$ cat config.mk
export PLATFORM = sky130hd
export DESIGN_NAME = npu_writeback_sched
export DESIGN_NICKNAME = d
export VERILOG_FILES = /design/src/rtl/npu_pkg.sv /design/src/rtl/npu_wb_arb.sv /design/src/rtl/npu_writeback_sched.sv
export SDC_FILE = /design/constraint.sdc
export NUM_CORES = 1
export LEC_CHECK = 0
export BUFFER_PORTS_ARGS = -buffer_cell sky130_fd_sc_hd__buf_2
export CAP_MARGIN = 5
export CELL_PAD_IN_SITES_DETAIL_PLACEMENT = 1
export CELL_PAD_IN_SITES_GLOBAL_PLACEMENT = 1
export CORE_UTILIZATION = 25
export DETAILED_ROUTE_END_ITERATION = 16
export GPL_TIMING_DRIVEN = 0
export PLACE_DENSITY = 0.5
export SLEW_MARGIN = 5
export SYNTH_ARGS = -nofsm -noshare
export SYNTH_HDL_FRONTEND = slang
export SYNTH_HIERARCHICAL = 1
export SYNTH_SLANG_ARGS = --single-unit
$ cat constraint.sdc
create_clock -name clk -period 4 [get_ports clk]
set_clock_uncertainty 0.1 [all_clocks]
set_input_delay 0.2 -clock clk [delete_from_list [all_inputs] [get_ports clk]]
set_output_delay 0.2 -clock clk [all_outputs]
set_load 0.005 [all_outputs]
$ cat src/rtl/npu_pkg.sv
// Shared state encoding and default sizing for the NPU write-back scheduler.
package npu_pkg;

    localparam int DEF_N_UNITS  = 16;
    localparam int DEF_DATA_W   = 8;
    localparam int DEF_ADDR_W   = 14;
    localparam int DEF_MAX_HOST = 4;

    typedef enum logic {
        IDLE  = 1'b0,
        WRITE = 1'b1
    } wb_state_e;

endpackage

$ cat src/rtl/npu_wb_arb.sv
// Host vs write-back arbitration for the shared store RAM port.
// Latency: grants are combinational from host_req/pending; starve_cnt is registered.
// Backpressure: host wins until MAX_HOST consecutive grants, then one write-back word is forced.
module npu_wb_arb #(
    parameter int MAX_HOST = 4
) (
    input  logic clk,
    input  logic reset,
    input  logic host_req,
    input  logic pending,
    output logic grant_host,
    output logic grant_wb
);

    localparam int CNT_W = $clog2(MAX_HOST + 1);

    logic [CNT_W-1:0] starve_cnt;

    always_comb begin
        grant_host = host_req && (!pending || (starve_cnt < CNT_W'(MAX_HOST)));
        grant_wb   = pending && !grant_host;
    end

    // Only host grants that delay a pending word count toward starvation.
    always_ff @(posedge clk or posedge reset) begin
        if (reset) begin
            starve_cnt <= '0;
        end else if (!pending || grant_wb) begin
            starve_cnt <= '0;
        end else if (grant_host) begin
            starve_cnt <= starve_cnt + 1'b1;
        end
    end

endmodule

$ cat src/rtl/npu_writeback_sched.sv
// Snapshots N_UNITS results on start and streams them to the store RAM, one word per won cycle.
// Latency: first write visible one cycle after the start edge; N_UNITS cycles plus host-won cycles.
// Backpressure: host requests pre-empt the burst, bounded by MAX_HOST consecutive grants.
module npu_writeback_sched
    import npu_pkg::*;
#(
    parameter int N_UNITS  = DEF_N_UNITS,
    parameter int DATA_W   = DEF_DATA_W,
    parameter int ADDR_W   = DEF_ADDR_W,
    parameter int MAX_HOST = DEF_MAX_HOST
) (
    input  logic                      clk,
    input  logic                      reset,
    input  logic                      start_write_back,
    input  logic [N_UNITS*DATA_W-1:0] u_flat,
    input  logic [ADDR_W-1:0]         wb_base_addr,
    input  logic                      host_req,
    input  logic [ADDR_W-1:0]         host_addr,
    output logic                      host_grant,
    output logic [ADDR_W-1:0]         ram_store_addr,
    output logic [DATA_W-1:0]         ram_wdata,
    output logic                      wr_en,
    output logic                      wb_busy,
    output logic                      stop_write_back,
    output logic                      wb_overrun
);

    localparam int IDX_W = (N_UNITS > 1) ? $clog2(N_UNITS) : 1;
    localparam logic [IDX_W-1:0] LAST_IDX = IDX_W'(N_UNITS - 1);

    wb_state_e         state;
    wb_state_e         state_nxt;
    logic [DATA_W-1:0] wb_buf [N_UNITS];
    logic [ADDR_W-1:0] base;
    logic [IDX_W-1:0]  idx;
    logic              pending;
    logic              grant_host;
    logic              grant_wb;
    logic              last_word;
    logic              accept_start;

    assign pending      = (state == WRITE);
    assign wb_busy      = pending;
    assign last_word    = grant_wb && (idx == LAST_IDX);
    assign accept_start = (state == IDLE) && start_write_back;

    npu_wb_arb #(
        .MAX_HOST (MAX_HOST)
    ) u_arb (
        .clk        (clk),
        .reset      (reset),
        .host_req   (host_req),
        .pending    (pending),
        .grant_host (grant_host),
        .grant_wb   (grant_wb)
    );

    always_comb begin
        state_nxt = state;
        case (state)
            IDLE:    if (start_write_back) state_nxt = WRITE;
            WRITE:   if (last_word)        state_nxt = IDLE;
            default: state_nxt = IDLE;
        endcase
    end

    always_ff @(posedge clk or posedge reset) begin
        if (reset) begin
            state <= IDLE;
        end else begin
            state <= state_nxt;
        end
    end

    // Snapshot storage carries no reset; it is always loaded before it is read.
    always_ff @(posedge clk) begin
        if (accept_start) begin
            for (int k = 0; k < N_UNITS; k++) begin
                wb_buf[k] <= u_flat[k*DATA_W +: DATA_W];
            end
        end
    end

    always_ff @(posedge clk or posedge reset) begin
        if (reset) begin
            base            <= '0;
            idx             <= '0;
            host_grant      <= 1'b0;
            wr_en           <= 1'b0;
            ram_store_addr  <= '0;
            ram_wdata       <= '0;
            stop_write_back <= 1'b0;
            wb_overrun      <= 1'b0;
        end else begin
            host_grant      <= grant_host;
            wr_en           <= grant_wb;
            stop_write_back <= last_word;
            if (accept_start) begin
                base <= wb_base_addr;
                idx  <= '0;
            end
            if (pending && start_write_back) begin
                wb_overrun <= 1'b1;
            end
            if (grant_host) begin
                ram_store_addr <= host_addr;
            end else if (grant_wb) begin
                // Address arithmetic wraps silently at the top of the RAM.
                ram_store_addr <= base + ADDR_W'(idx);
                ram_wdata      <= wb_buf[idx];
                idx            <= idx + 1'b1;
            end
        end
    end

endmodule

# After elaboration in Yosys (flattened, before gate mapping)
# Memory sizes are Yosys's and may differ from the RTL's. A register that Yosys moved wholly into a read port is not among the register bits.
# Index checks and enable logic that the tools add are counted.
[word_totals] mem_count=1 wordCells=41 in_bits=160 output_inout_bits=27 mem_bits_rw=128 reg_bits=40
[classes] addsub=3 bitwise=2 magnitude_cmp=1 n_mux=12 n_eq_ne=1 reduce_logical=12
[mem_list] name="wb_buf" words=16 word_bits=8 rd=1 rd_ports_with_merged_regs=1 write_ports=16 line_no="npu_writeback_sched.sv:33" rtl="logic [DATA_W-1:0] wb_buf [N_UNITS];"
[op_table] op="2-to-1 mux 14 bit" n=2
[op_table] op="adder 14 x 4 -> 14 bit" n=1
[op_table] op="2-to-1 mux 4 bit" n=3
[op_table] op="2-to-1 mux 3 bit" n=2
[op_table] op="logical AND 1 bit" n=5
[op_table] op="adder 4 x 1 -> 4 bit (second input constant)" n=1
[op_table] op="equality test 4 bit (second input constant)" n=1
[op_table] op="2-to-1 mux 1 bit" n=4
[op_table] op="nonzero test 2 bit" n=2
[op_table] op="adder 3 x 1 -> 3 bit (second input constant)" n=1
[op_table] op="< comparator 3 bit (second input constant)" n=1
[op_table] op="logical NOT 1 bit" n=2
[op_table] op="logical OR 1 bit" n=2
[op_table] op="NOT 1 bit" n=2
[op_table] op="one-hot mux 1 bit (2 select lines)" n=1
[op_table] op="AND reduction 2 bit" n=1

# Depth between registers and ports, before layout
# Gate-level depths: netlist of run 1.
[depth] depth_word=8 depth_mapped=8 ltp_nobuf=7

# By module
# The synthesis of run 1 kept the hierarchy.
[by_module_without_submodules] mod="npu_writeback_sched" area_each_um2=7041.8 cells_per_inst=376 n_inst=1 seq_area_each_um2=4969.8
[by_module_without_submodules] mod="npu_wb_arb" area_each_um2=140.1 cells_per_inst=11 n_inst=1 seq_area_each_um2=75.1

# Worst setup path before layout of run 1
# OpenSTA, ideal clock, no wires.
[synth_timing] path_type="register to register" from="reg state (netlist: wb_busy)" to="reg base[0]" n_path_buf=2 slack_ns=0.852 required_time_ns=3.772 t_arrival_ns=2.920 synth_period_minus_slack_ns=3.148 path_stages_with_launch=5 setup_ns=0.128 path_cell_list="dfrtp_1 nor2b_1 clkbuf_1 buf_2 mux2_2"
[synth_between] elab_chain_len=2
[synth_rtl] element="start: declaration" line_no="npu_writeback_sched.sv:31" rtl="wb_state_e state;"
[synth_rtl] element="start signal: assignment" line_no="npu_writeback_sched.sv:71" rtl="state <= state_nxt;"
[synth_rtl] element="NOT 1 bit"
[synth_rtl] element="logical AND 1 bit" line_no="npu_writeback_sched.sv:45" rtl="assign accept_start = (state == IDLE) && start_write_back;"
[synth_rtl] element="via accept_start" line_no="npu_writeback_sched.sv:40" rtl="logic accept_start;"
[synth_rtl] element="end signal: assignment" line_no="npu_writeback_sched.sv:99" rtl="base <= wb_base_addr;"
[synth_rtl] element="end: declaration" line_no="npu_writeback_sched.sv:34" rtl="logic [ADDR_W-1:0] base;"
# The timed path passes the listed nets, and every way through them passes these cells.
# A chain may end at the register's enable or synchronous reset.

# Final worst setup path of run 1
[layout_timing] from="reg state (netlist: wb_busy)" to="reg base[12]"
# The elaborated chain is that of the path after synthesis.

==> results of run 1 <==
[flip-flops by register name, summed over array words and instances, names as in the netlist]
| signal | count |
|---|---|
| base | 14 |
| wb_busy | 1 |
| host_grant | 1 |
| wb_buf | 128 |
| u_arb/starve_cnt | 3 |
| idx | 4 |
| ram_wdata | 8 |
| wr_en | 1 |
| wb_overrun | 1 |
| stop_write_back | 1 |
| ram_store_addr | 14 |
[cells in the final DEF, fill, tap and decap left out, drive strengths merged, types with 8 or more instances in the layout]
| master | instances |
|---|---|
| o21ai | 20 |
| a21oi | 10 |
| dfrtp | 48 |
| mux4 | 32 |
| clkbuf | 24 |
| o221a | 8 |
| xor2 | 9 |
| nor3b | 10 |
| buf | 202 |
| mux2 | 22 |
| nand2 | 10 |
| inv | 11 |
| nand3 | 13 |
| mux2i | 11 |
| edfxtp | 128 |
| dlygate4sd3 | 158 |
[critical path: cells and delay by family, from the launching register on]
kind	cells	cell delay [ns]
AND/OR/NAND/NOR	1	0.14
flip-flops	1	0.47
buffers and inverters	3	1.28
multiplexers	1	0.38
[timing repair]
action	4_1_cts	5_1_grt
endpoints found under the hold margin	181	0
setup endpoints to repair	0	0
hold buffers	158	0
[cell type report]
type                            count  area (um2)  area share [%]
Sequential cell                   176        5040            46.5
Timing Repair Buffer              346        2570            23.6
Multi-Input combinational cell    186        1970            18.1
Tap cell                          378         473            4.36
Clock buffer                       17         425            3.92
Clock inverter                     15         203            1.87
Buffer                             22         163            1.50
Inverter                            3        11.3           0.104
[per-stage QoR]
step | instances | cell area, um2
detailed placement | 953 | 8650
finish | 1143 | 10900
global route | 1143 | 10900
global placement | 951 | 8590
floorplan | 387 | 7180
CTS | 1143 | 10900
[final timing paths]
path	from	to	slack, ns	cells past startpoint
max in group asynchronous	reset	base[7]	3.01	4
worst min-delay path	host_req	wr_en	0.03	3
worst min register to register	wb_overrun	wb_overrun	0.38	1
worst max-delay path	wb_busy	base[12]	1.46	5
worst max register to register	wb_busy	base[12]	1.46	5
min in group asynchronous	reset	u_arb/starve_cnt[1]	0.09	3
[power groups by stage]
stage	combinational, mW	clock (mW)	sequential [mW]
6_report	1.77	1.73	2.42
5_1_grt	1.96	1.86	2.46
4_1_cts	1.85	1.79	2.43
3_5_place_dp	1.72	0	2.47
3_3_place_gp	1.67	0	2.46
2_1_floorplan	1.10	0	2.44
[kinds of logic (layout without fill, tap and decap cells)]
family	count (synthesis)	count (layout)
simple gates	54	54
flops	176	176
fa+ha+maj	7	7
compound gates	48	48
buf+inv	25	403
xor+xnor	12	12
mux	65	65
[metal layers]
| metal | vias to the layer above | global-route usage (%) | routed length, um |
|---|---|---|---|
| met1 | 2397 | 15.1 | 7700 |
| met3 | 17 | 2.76 | 665 |
| met2 | 127 | 25.9 | 10500 |
| met5 | - | 0 | 0 |
| met4 | 0 | 5.16 | 364 |
| li1 | 2273 | - | - |
==> results.md, run 1 <==
- Summing the areas of all compound-gate instances in the mapped netlist gives 4.44% of the synthesized area.
- Routability-driven placement finished with a final weighted congestion of 0.761.
- The worst endpoint required time is 4.21 ns.
- The initial DRC count is 202.
- The internal power of the cells totals 4.12 mW.
- Synthesis inferred 176 register bits.
- The cell area power density is 546 nW/um2.
- The most used flip-flop cell after synthesis is sky130_fd_sc_hd__edfxtp_1.
- The sequential cell fraction of total power is 40.9%.
- The clock tree from TritonCTS is done.
- The filler cells instantiated in the layout total 2935.
- Sorting the synthesized cells by how often they occur yields 128 x sky130_fd_sc_hd__edfxtp_1, 48 x sky130_fd_sc_hd__dfrtp_1, 22 x sky130_fd_sc_hd__mux2_2.
- The worst setup path is captured at a flop.
- The number of hold violations in the final report came to 0.
- The tool flagged a number of max-cap violations equal to 0.
- The buffer type at the clock tree root is sky130_fd_sc_hd__clkbuf_16.
- The initial antenna violation count was 0.
- Summed over all layers, the routed wires come to 19300 um.
- The slew at the pin closest to its max-slew limit is 0.873 ns.
- The number of inserted diodes is 0.
- Of all flip-flops after synthesis, the portion carrying an async set or reset was 27.3%.
- In this run, the clock network consumes 29.2% of the power.
- The clock-pin slew on the worst setup and hold paths is 0.08 ns.
- The multiplexer area fraction after synthesis is 15.9%.
- The summed instance area of the synthesized netlist is 7180 um2.
- When the netlist entered floorplanning its net count stood at 554.
- The area added between synthesis and finish is 51.2%.
- The share of synthesized cell area in full adder, half adder and majority cells is 1.32%.
- Counting flops with a built-in enable in the synthesized netlist gives 128.
- The core outline area is 28000 um2.
- Dividing the detail-routed wire length by the instance count gives 16.8 um.
- Clock latency on the worst-skew pair, taken at its later pin, is 0.43 ns.
- The setup slack after layout is 1.46 ns.
- The count of pins over their slew limit is 0.
- Of all nets on the critical path, the largest fanout is 84.
- The count of warnings emitted by yosys is 6.
- Summed over all layers, the global routing overflow is 0.
- The switching power as a share of total power is 30.5%.
- The net switching power figure is 1.80 mW.
- Setup repair after global routing left no endpoint under its margin.
- Global routing used 13.7% of the available tracks across all layers.
- 187 I/O pins were placed.
- The static leakage power is 4.25 nW.
- Headroom to the max-slew limit came out at 41.8%.
- The largest total area in the synthesized netlist belongs to sky130_fd_sc_hd__edfxtp_1.
- The worst-path cell with the longest stage delay is sky130_fd_sc_hd__buf_6.
- The number of gates resized after cts is 0.
- Row generation in the floorplan step produced 61 rows.
- The total number of vias is 4814.
- Of the available clock period, the critical path in the final layout requires 63.5%.
- The pin count of the biggest net entering global routing is 85.
- Once detail routing completed, the nets flagged for antenna violations numbered 0.
- The first TritonRoute pass finished after 4 iterations.
- The number of global-route vias before repair was 5439.
- The worst slack at placement is 1.37 ns.
- For this run, the register share of the synthesized area comes to 70.2%.
- The CTS buffer count is 17.
- In this run the horizontal extent of the chip is 171 um.
- The worst path needs 2.54 ns of the cycle, external delays included.
- The simple-gate share of the synthesized area is 4.34%.
- The net count of the finished layout is 919.
- The setup-violating endpoint count in the final report is 0.
- The peak clock frequency supported by timing is 0.393 GHz.
- The area of the die is 29400 um2.
- The path category of the worst min-delay check is primary input to flop.
- The maximum VDD drop is 0.000234 V.
- The post-CTS setup repair buffer count is 0.
- The first global-routing pass estimated 29400 um of wire.
- Hold is met by 0.0275 ns.
- Walking the worst path, the cells encountered are nor2b_1 > clkbuf_1 > buf_6 > buf_16 > mux2_2.
- In the routed design, unresolved DRC markers number 0.
- The worst setup path is of the flop to flop kind.
- STA classifies the critical path startpoint as a flop.
- Input and output buffers added on the ports amount to 186.
- By area the synthesized netlist is led by sky130_fd_sc_hd__edfxtp_1 54%, sky130_fd_sc_hd__dfrtp_1 17%, sky130_fd_sc_hd__mux4_1 5.9%.
- The synthesized-area fraction occupied by xor and xnor cells is 1.46%.
- The total power after layout is 5.93 mW.
- Using the TritonRoute via totals, the vias-per-cell ratio works out to 4.21.
- The buffer depth of the longest clock path is 2.
- Yosys instantiated no cell more often than sky130_fd_sc_hd__edfxtp_1.
- Summed over all nets, the half-perimeter wirelength after detailed placement is 13000 um.
- The number of different library cells used by synthesis comes to 42.
- The data arrival at the endpoint of the critical path is 2.75 ns.
- The share of layout cells above drive strength 1 is 36.3%.
- The main combinational cell family by area after synthesis is multiplexers.
- Counting every instance in the synthesized netlist gives 387.
- The fraction of power consumed by combinational cells is 29.9%.
- The final total negative setup slack is 0 ns.
- In this design, the stage delay of the slowest critical-path cell is 0.48 ns.
- Once the floorplan was initialized, standard cells occupied 25.6% of the core.
- Dividing the synthesized area by the synthesized cell count gives 18.6 um2.
- The share of the synthesized area in the top cell type is 53.5%.
- The sink count of the clock tree is 176.
- The H-tree was split into 4 levels.
- The floorplan step set the die height to 171 um.
- The flow ran to the end, and the final reports show no timing, DRC or antenna violations.
- The share of the core filled with cells in the final layout is 38.8%.
Note: power is estimated with default switching activity, not from simulation.
==> run 2, diff against run 1 <==
--- a/config.mk
+++ b/config.mk
@@ -12,7 +12,7 @@
 export CORE_UTILIZATION = 25
 export DETAILED_ROUTE_END_ITERATION = 16
 export GPL_TIMING_DRIVEN = 0
-export PLACE_DENSITY = 0.5
+export PLACE_DENSITY = 0.52
 export SLEW_MARGIN = 5
 export SYNTH_ARGS = -nofsm -noshare
 export SYNTH_HDL_FRONTEND = slang
==> constraint.sdc (replaced) <==
create_clock -name clk -period 2.1 [get_ports clk]
set_clock_uncertainty 0.1 [all_clocks]
set_input_delay 0.105 -clock clk [delete_from_list [all_inputs] [get_ports clk]]
set_output_delay 0.105 -clock clk [all_outputs]
set_load 0.005 [all_outputs]
==> run 2 against run 1 <==
  * Worst hold slack improved by 0.16 ns
  * Sequential share of layout area is 0.55 points lower
  * Worst setup slack lost 1.4 ns
  * First-iteration DRC count shrank 32%
  * Highest routed layer unchanged
  * Critical path depth unchanged
  * Total power grew 95%
  * Routed wire length increased by 3.4%
  * Clock-buffer cell count unchanged
  * Register-to-register slack got worse by 1.4 ns
  * Sequential cell count stayed put
  * Clock power is 88% higher
==> results.md, run 2 (same netlist as run 1, synthesis figures left out) <==
- The flow ran to the end, and the final reports show no timing, DRC or antenna violations.
- The average wire per cell in the routed design was 17.4 um (+3.0%).
- The relative max-transition margin is 63.4% (+22 points).
- The largest registers in the layout are wb_buf: 128 flops, base: 14 flops, ram_store_addr: 14 flops.
- The initial antenna violation count is 0 (unchanged).
- The routed wire length was 19900 um (+3.4%).
- The share of layout cells above drive strength 1 is 40.0% (+3.7 points).
- The final total negative setup slack came to 0 ns (unchanged).
- The path class of the tightest hold or removal check is primary input to asynchronous set/reset pin.
- The worst endpoint required time is 2.32 ns (-1.89 ns).
- The pin count of the biggest net entering global routing is 70 (-18%).
- The sink count of the clock tree is 176 (unchanged).
- The initial DRC count came to 138 (-32%).
- The flip-flop count of the largest register after layout came to 128 (unchanged).
- The area of placed instances was 8630 um2 (-0.22%).
- The overall die height is 171 um (unchanged).
- The cell area power density was 1050 nW/um2 (+93%).
- The maximum VDD drop came to 0.000603 V (+160%).
- The startpoint identified for the worst register-to-register timing path is idx[0].
- The first-pass detailed-route iteration total is 4 (unchanged).
- The final HPWL from detailed placement is 12900 um (-0.90%).
- The slew at the pin closest to its max-slew limit was 0.548 ns (-0.325 ns).
- The setup-violating endpoint count in the final report is 0 (unchanged).
- The static leakage power is 4.29 nW (+0.74%).
- The number of remaining DRC errors is 0 (unchanged).
- The critical path start-end classification is flop to flop.
- The clock-pin slew on the worst setup and hold paths is 0.08 ns (about the same).
- The core outline area is 28000 um2 (unchanged).
- Setup repair after global routing could not meet its margin everywhere.
- The data arrival at the endpoint of the critical path is 2.24 ns (-0.51 ns).
- The most common cell after layout, fill and taps aside is sky130_fd_sc_hd__buf_2.
- The top cell types in the final layout, fill and taps aside, are 190 x sky130_fd_sc_hd__buf_2, 160 x sky130_fd_sc_hd__dlygate4sd3_1, 128 x sky130_fd_sc_hd__edfxtp_1.
- The origin of the worst setup path is idx[0].
- The number of standard-cell rows in the floorplan is 61 (unchanged).
- The count of pins over their slew limit is 0 (unchanged).
- The remaining antenna violation count came to 0 (unchanged).
- The shortest clock period the worst path allows after layout was 2.02 ns (-0.518 ns).
- TritonCTS built the clock tree.
- The register with the most flip-flops is wb_buf.
- The number of inserted diodes was 0 (unchanged).
- The via density per instance is 4.21 (about the same).
- The number of global-route vias before repair is 5414 (-0.46%).
- The total of buffers placed on input and output ports is 186 (unchanged).
- The area of the die was 29400 um2 (unchanged).
- The starting density of the core is 25.6% (unchanged).
- The overall track demand over capacity in global routing is 14.0% (+0.27 points).
- STA classifies the critical path endpoint as a flop.
- The global-route wire length before repair is 29900 um (+1.6%).
- The share of the clock period used by the worst path came to 96.4% (+33 points).
- The maximum fanout count along the critical path came to 10 (-88%).
- The weighted congestion at the end of routability-driven global placement was 0.766 (+0.66%).
- Relative to the synthesized area, the layout overhead comes to 53.0%.
- The total number of vias is 4836 (+0.46%).
- The CTS buffer count was 17 (unchanged).
- The overall die width is 171 um (unchanged).
- The worst reg-to-reg path cell count is 5 (unchanged).
- The final net count is 924 (+0.54%).
- The final non-filler cell area is 11000 um2 (+1.2%).
- The buffer type at the clock tree root is sky130_fd_sc_hd__clkbuf_16.
- The global route total overflow was 0 (unchanged).
- The total power after layout is 11.6 mW (+95%).
- The source-to-sink clock delay at the later pin of the worst-skew pair is 0.43 ns (about the same).
- The peak clock frequency supported by timing came to 0.494 GHz (+26%).
- The H-tree depth is 4 (unchanged).
- The buffer depth of the longest clock path was 2 (unchanged).
- The number of hold violations in the final report is 0 (unchanged).
- The element type at the critical path start is a flop.
- The total of max-cap violations is 0 (unchanged).
- The total I/O pin count was 187 (unchanged).
-- run 2: cell count changes in the layout (fill, tap and decap cells not counted), sizes merged --
cell	before	now
clkinv	6	9
buf	202	205
bufinv	1	0
dlygate4sd3	158	160
clkbuf	24	23
inv	11	9
bufbuf	0	1
-- run 2: timing repair --
item	CTS	global route
pin swaps	1	0
gates cloned	1	0
gates resized for setup	29	13
hold buffers	160	0
endpoints found under the setup margin	162	15
endpoints found under the hold margin	186	0
buffers inserted	0	3
-- run 2: metrics by stage --
step	worst slack [ns]	hold WS [ns]	util, %	cells
finish	0.0766	0.185	39.2	1148
global route	0.00495	0.212	39.2	1148
CTS	-0.000744	0.189	39.0	1145
detailed placement	-0.428	-0.100	30.8	952
global placement	-0.343	-0.119	30.7	951
floorplan	0.127	-0.241	-	387
-- run 2: area by class of cell --
class / instances / area (um2)
Buffer: 22 / 213
Tap cell: 378 / 473
Inverter: 3 / 11.3
Clock inverter: 15 / 199
Fill cell: 2916 / 17000
Multi-Input combinational cell: 186 / 2010
Sequential cell: 176 / 5050
Clock buffer: 17 / 425
Timing Repair Buffer: 351 / 2620
-- run 2: power by group --
group / internal, mW / switching, mW
clock network: 1.64 / 1.62
registers: 4.32 / 0.313
logic: 2.00 / 1.69
total: 7.96 / 3.62
-- run 2: worst paths after layout --
check | end | slack, ns
worst max-delay path | ram_wdata[7] | 0.08
worst max register to register | ram_wdata[7] | 0.08
min in group clk | wb_buf[4][7] | 0.28
max in group asynchronous | base[8] | 1.19
worst min-delay path | wb_overrun | 0.19
worst min register to register | wb_overrun | 0.36
-- run 2: routing by layer --
layer / GRT usage [%] / share of wire (%) / vias up
met3: 2.60 / 3.2 / 17
met2: 26.1 / 54 / 137
met1: 15.9 / 42 / 2406
li1: - / - / 2276
met4: 4.93 / 1.4 / 0
met5: 0 / 0 / -
-- run 2: worst max-delay path, stage by stage (launching register included) --
cell and delay [ns]:
sky130_fd_sc_hd__dfrtp_1 0.43, sky130_fd_sc_hd__buf_12 0.17, sky130_fd_sc_hd__buf_12 0.16, sky130_fd_sc_hd__mux4_1 0.55, sky130_fd_sc_hd__mux2_2 0.29, sky130_fd_sc_hd__o221a_1 0.20
==> run 3, diff against run 2 <==
--- a/config.mk
+++ b/config.mk
@@ -5,6 +5,7 @@
 export SDC_FILE = /design/constraint.sdc
 export NUM_CORES = 1
 export LEC_CHECK = 0
+export ABC_AREA = 1
 export BUFFER_PORTS_ARGS = -buffer_cell sky130_fd_sc_hd__buf_2
 export CAP_MARGIN = 5
 export CELL_PAD_IN_SITES_DETAIL_PLACEMENT = 1
@@ -12,7 +13,7 @@
 export CORE_UTILIZATION = 25
 export DETAILED_ROUTE_END_ITERATION = 16
 export GPL_TIMING_DRIVEN = 0
-export PLACE_DENSITY = 0.52
+export PLACE_DENSITY = 0.55
 export SLEW_MARGIN = 5
 export SYNTH_ARGS = -nofsm -noshare
 export SYNTH_HDL_FRONTEND = slang
==> constraint.sdc (replaced) <==
create_clock -name clk -period 2.1 [get_ports clk]
set_clock_uncertainty 0.1 [all_clocks]
set_input_delay 0.21 -clock clk [delete_from_list [all_inputs] [get_ports clk]]
set_output_delay 0.21 -clock clk [all_outputs]
set_load 0.005 [all_outputs]
==> run 3 against run 2 <==
  * Cell count up 28%
  * Area after synthesis up 2.9%
  * Sequential cell count unchanged
  * First-iteration DRC count rose to 2.5 times the previous value
  * Worst hold slack worse by 0.075 ns
  * Sequential share of layout area down 0.43 points
  * Routed wire length up 23%
  * Synthesized cell count up 81%
  * Maximum frequency up 3.5%
  * Sequential power down 4%
==> results.md, run 3 <==
- The main combinational cell family by area after synthesis is simple AND/OR/NAND/NOR gates.
- The type of destination of the critical path is a flop.
- The total of buffers placed on input and output ports is 186 (unchanged).
- The path category of the worst min-delay check is primary input to asynchronous set/reset pin.
- The summed instance area of the synthesized netlist is 7390 um2 (+2.9%).
- The global-route wire length before repair is 37700 um (+26%).
- The post-synthesis instance total came to 701 (+81%).
- The setup slack after layout is 0.145 ns (+0.0686 ns).
- The share of the core filled with cells in the final layout is 38.3% (-0.89 points).
- By count the netlist is led by 281 x sky130_fd_sc_hd__nand2_1, 128 x sky130_fd_sc_hd__edfxtp_1, 101 x sky130_fd_sc_hd__nand3_1.
- The average wire per cell in the routed design is 16.8 um (-3.3%).
- The setup-violating endpoint count in the final report is 0 (unchanged).
- The routed wire length is 24600 um (+23%).
- The worst endpoint required time is 2.06 ns (-0.26 ns).
- By startpoint and endpoint, the worst setup path is classified as flop to flop.
- The CTS buffer count is 17 (unchanged).
- The count of pins over their slew limit was 0 (unchanged).
- The final HPWL from detailed placement came to 16500 um (+28%).
- The buffer depth of the longest clock path is 2 (unchanged).
- The global route total overflow was 0 (unchanged).
- The flip-flop and latch count after synthesis is 176 (unchanged).
- The element type at the critical path start is a flop.
- The source-to-sink clock delay at the later pin of the worst-skew pair was 0.44 ns (about the same).
- The area growth from synthesis to layout is 50.0%.
- The total of fill cells in the finished design is 3250 (+11%).
- The final total negative setup slack came to 0 ns (unchanged).
- The multiplexer area fraction after synthesis is 0% (-16 points).
- The total I/O pin count came to 187 (unchanged).
- The share of synthesized cell area in full adder, half adder and majority cells was 1.29% (-0.038 points).
- The number of hold violations in the final report came to 0 (unchanged).
- The total number of vias is 6251 (+29%).
- The total nets after synthesis came to 868 (+57%).
- The shortest clock period the worst path allows after layout is 1.95 ns (-0.0686 ns).
- sky130_fd_sc_hd__nand2_1 is the most common cell in the netlist.
- The count of warnings emitted by yosys was 6 (unchanged).
- The pin count of the biggest net entering global routing is 138 (+97%).
- The delay of the slowest cell on the worst path was 0.43 ns (-0.12 ns).
- The post-CTS setup repair buffer count was 0 (unchanged).
- The number of enable flip-flop cells after synthesis was 128 (unchanged).
- The register with the most flip-flops is wb_buf.
- The average cell area after synthesis came to 10.5 um2 (-43%).
- Among cell families on the critical path, the largest total delay comes from buffers and inverters.
- The largest total area in the synthesized netlist belongs to sky130_fd_sc_hd__edfxtp_1.
- The cell area power density is 1010 nW/um2 (-4.3%).
- The overall track demand over capacity in global routing is 16.6% (+2.5 points).
- Setup repair after global routing left no endpoint under its margin.
- The worst-path cell with the longest stage delay is sky130_fd_sc_hd__dfrtp_1.
- The synthesized-area fraction occupied by xor and xnor cells came to 0.237% (-1.2 points).
- In the final layout, the registers with the most flip-flops are wb_buf: 128 flops, base: 14 flops, ram_store_addr: 14 flops.
- The minimum setup slack among reg-to-reg paths was 0.15 ns (+0.07 ns).
- The clock-pin slew on the worst setup and hold paths was 0.07 ns (about the same).
- The weighted congestion at the end of routability-driven global placement was 0.781 (+1.9%).
- The origin of the worst setup path is wb_busy.
- The total power after layout was 11.2 mW (-3.4%).
- The buffering stage count on the worst path with inverters included is 3 (+1).
- The sequential fraction of the synthesis area is 68.2% (-2.0 points).
- The core outline area was 28900 um2 (+3.3%).
- The share of layout cells above drive strength 1 came to 23.6% (-16 points).
- The H-tree depth is 4 (unchanged).
- The overall die width came to 174 um (+1.4%).
- The worst slack at placement was -0.115 ns (+0.313 ns).
- The share of the clock period used by the worst path is 93.1% (-3.3 points).
- The sink count of the clock tree came to 176 (unchanged).
- The clock tree from TritonCTS is done.
- The static leakage power is 4.81 nW (+12%).
- The overall die height is 174 um (+1.4%).
- The buffer type at the clock tree root is sky130_fd_sc_hd__clkbuf_16.
- The simple-gate share of the synthesized area is 22.6% (+18 points).
- The maximum fanout count along the critical path is 137 (+127).
- Among all flip-flop cells after synthesis, the most frequent one is sky130_fd_sc_hd__edfxtp_1.
- The initial DRC count is 345 (+150%).
- The starting density of the core is 25.6% (-0.089 points).
- The number of remaining DRC errors is 0 (unchanged).
- The final net count came to 1233 (+33%).
- The run finished with clean final reports.
- The relative max-transition margin is 44.7% (-19 points).
- The peak clock frequency supported by timing was 0.512 GHz (+3.5%).
- The total of max-cap violations is 0 (unchanged).
- The distinct cell type count after synthesis is 26 (-38%).
- The number of cells on the critical path was 4 (-1).
- In the layout the commonest cells are 281 x sky130_fd_sc_hd__nand2_1, 201 x sky130_fd_sc_hd__buf_2, 159 x sky130_fd_sc_hd__dlygate4sd3_1.
- The slew at the pin closest to its max-slew limit is 0.829 ns (+0.281 ns).
- The share of the synthesized area in the top cell type is 52.0% (-1.5 points).
- The initial antenna violation count is 1 (+1).
- The endpoint of the most critical setup path is wb_buf[12][6].
- The area of the die is 30300 um2 (+2.9%).
- In this design, the critical path's most frequently occurring cell is sky130_fd_sc_hd__inv_1.
- The maximum VDD drop came to 0.000432 V (-28%).
- The number of standard-cell rows in the floorplan is 62 (+1.6%).
- Sorting the synthesized cells by area gives the leading types as sky130_fd_sc_hd__edfxtp_1 52%, sky130_fd_sc_hd__dfrtp_1 16%, sky130_fd_sc_hd__nand2_1 14%.
- The launch instance of the worst register-to-register path is wb_busy.
- Walking the worst path, the cells encountered are inv_1 > nand2_1 > inv_1 > clkbuf_16.
- The first-pass detailed-route iteration total was 4 (unchanged).
- The library cell used most frequently in the layout, excluding fill and tap cells, is sky130_fd_sc_hd__nand2_1.
- The post-synthesis compound-gate area fraction is 3.94% (-0.50 points).
- The via density per instance was 4.27 (+1.4%).
- The number of global-route vias before repair is 6804 (+26%).
- The async set-or-reset flop fraction in the synthesized netlist is 27.3% (unchanged).
- The worst reg-to-reg path cell count is 4 (-1).
- The flip-flop count of the largest register after layout is 128 (unchanged).
- The data arrival at the endpoint of the critical path is 1.92 ns (-0.32 ns).
- The remaining antenna violation count was 0 (unchanged).
- The worst register-to-register path ends at wb_buf[12][6].
[run 3: cell count changes in the layout (fill, tap and decap cells not counted), moves of 6 or more]
cell and delta:
sky130_fd_sc_hd__nand2_1 +271, sky130_fd_sc_hd__mux4_1 -9, sky130_fd_sc_hd__and3_1 -6, sky130_fd_sc_hd__mux2_2 -22, sky130_fd_sc_hd__nor2_1 +12, sky130_fd_sc_hd__nand3_1 +87, sky130_fd_sc_hd__a22oi_1 +10, sky130_fd_sc_hd__mux4_2 -23
sky130_fd_sc_hd__xor2_1 -9, sky130_fd_sc_hd__inv_1 +21, sky130_fd_sc_hd__nor3b_1 -9, sky130_fd_sc_hd__buf_2 +11, sky130_fd_sc_hd__a21oi_1 +9, sky130_fd_sc_hd__mux2i_1 -6
[run 3: repair_timing]
action | 4_1_cts | 5_1_grt
gates resized for setup | 5 | 4
pin swaps | 0 | 0
endpoints found under the setup margin | 140 | 14
hold buffers | 159 | 0
hold endpoints to repair | 188 | 0
[run 3: through the flow]
step	std cells	hold slack, ns	area [um2]
6_report	1464	0.110	11100
5_1_grt	1464	0.0958	11100
3_3_place_gp	1271	-0.00249	8810
3_5_place_dp	1272	-0.00122	8840
4_1_cts	1463	0.0873	11100
2_1_floorplan	701	-0.136	7400
[run 3: kinds of logic after synthesis]
group	Yosys count
compound gates	51
xor+xnor	2
fa+ha+maj	7
buf+inv	60
flops	176
simple gates	405
[run 3: power breakdown]
group          internal (mW)  total [mW]  switching [mW]
Combinational           1.21        3.31            2.10
Sequential              4.17        4.46           0.291
Clock                   1.75        3.42            1.67
[run 3: area by class of cell]
| class | instances | area (um2) | share of cell area (%) |
|---|---|---|---|
| clock buffers | 17 | 425 | 3.83 |
| inverters | 28 | 105 | 0.947 |
| multi-input cells | 465 | 2080 | 18.8 |
| flip-flops and latches | 176 | 5050 | 45.5 |
| clock inverters | 15 | 208 | 1.87 |
| plain buffers | 32 | 195 | 1.76 |
| well taps | 384 | 480 | 4.33 |
| repair buffers | 346 | 2550 | 23.0 |
| diodes | 1 | 2.50 | 0.0226 |
[run 3: worst reg2reg max path, cell delays in order, from the launching register on]
cell	delay, ns
sky130_fd_sc_hd__dfrtp_1	0.43
sky130_fd_sc_hd__inv_1	0.09
sky130_fd_sc_hd__nand2_1	0.06
sky130_fd_sc_hd__inv_1	0.19
sky130_fd_sc_hd__clkbuf_16	0.44
[run 3: metal layers]
layer / wire (um) / vias up / GRT usage [%]
li1: - / 3102 / -
met1: 10900 / 2951 / 20.6
met2: 12300 / 176 / 29.1
met3: 968 / 22 / 3.02
met4: 361 / 0 / 4.90
met5: 0 / - / 0
[run 3: worst min-delay path by stage]
stage,startpoint,to,slack [ns]
detailed placement,reset,u_arb/starve_cnt[2],-0.001
CTS,reset,u_arb/starve_cnt[0],0.09
global placement,reset,u_arb/starve_cnt[2],-0.002
floorplan,reset,u_arb/starve_cnt[0],-0.14
global route,reset,u_arb/starve_cnt[0],0.1
finish,reset,u_arb/starve_cnt[2],0.11
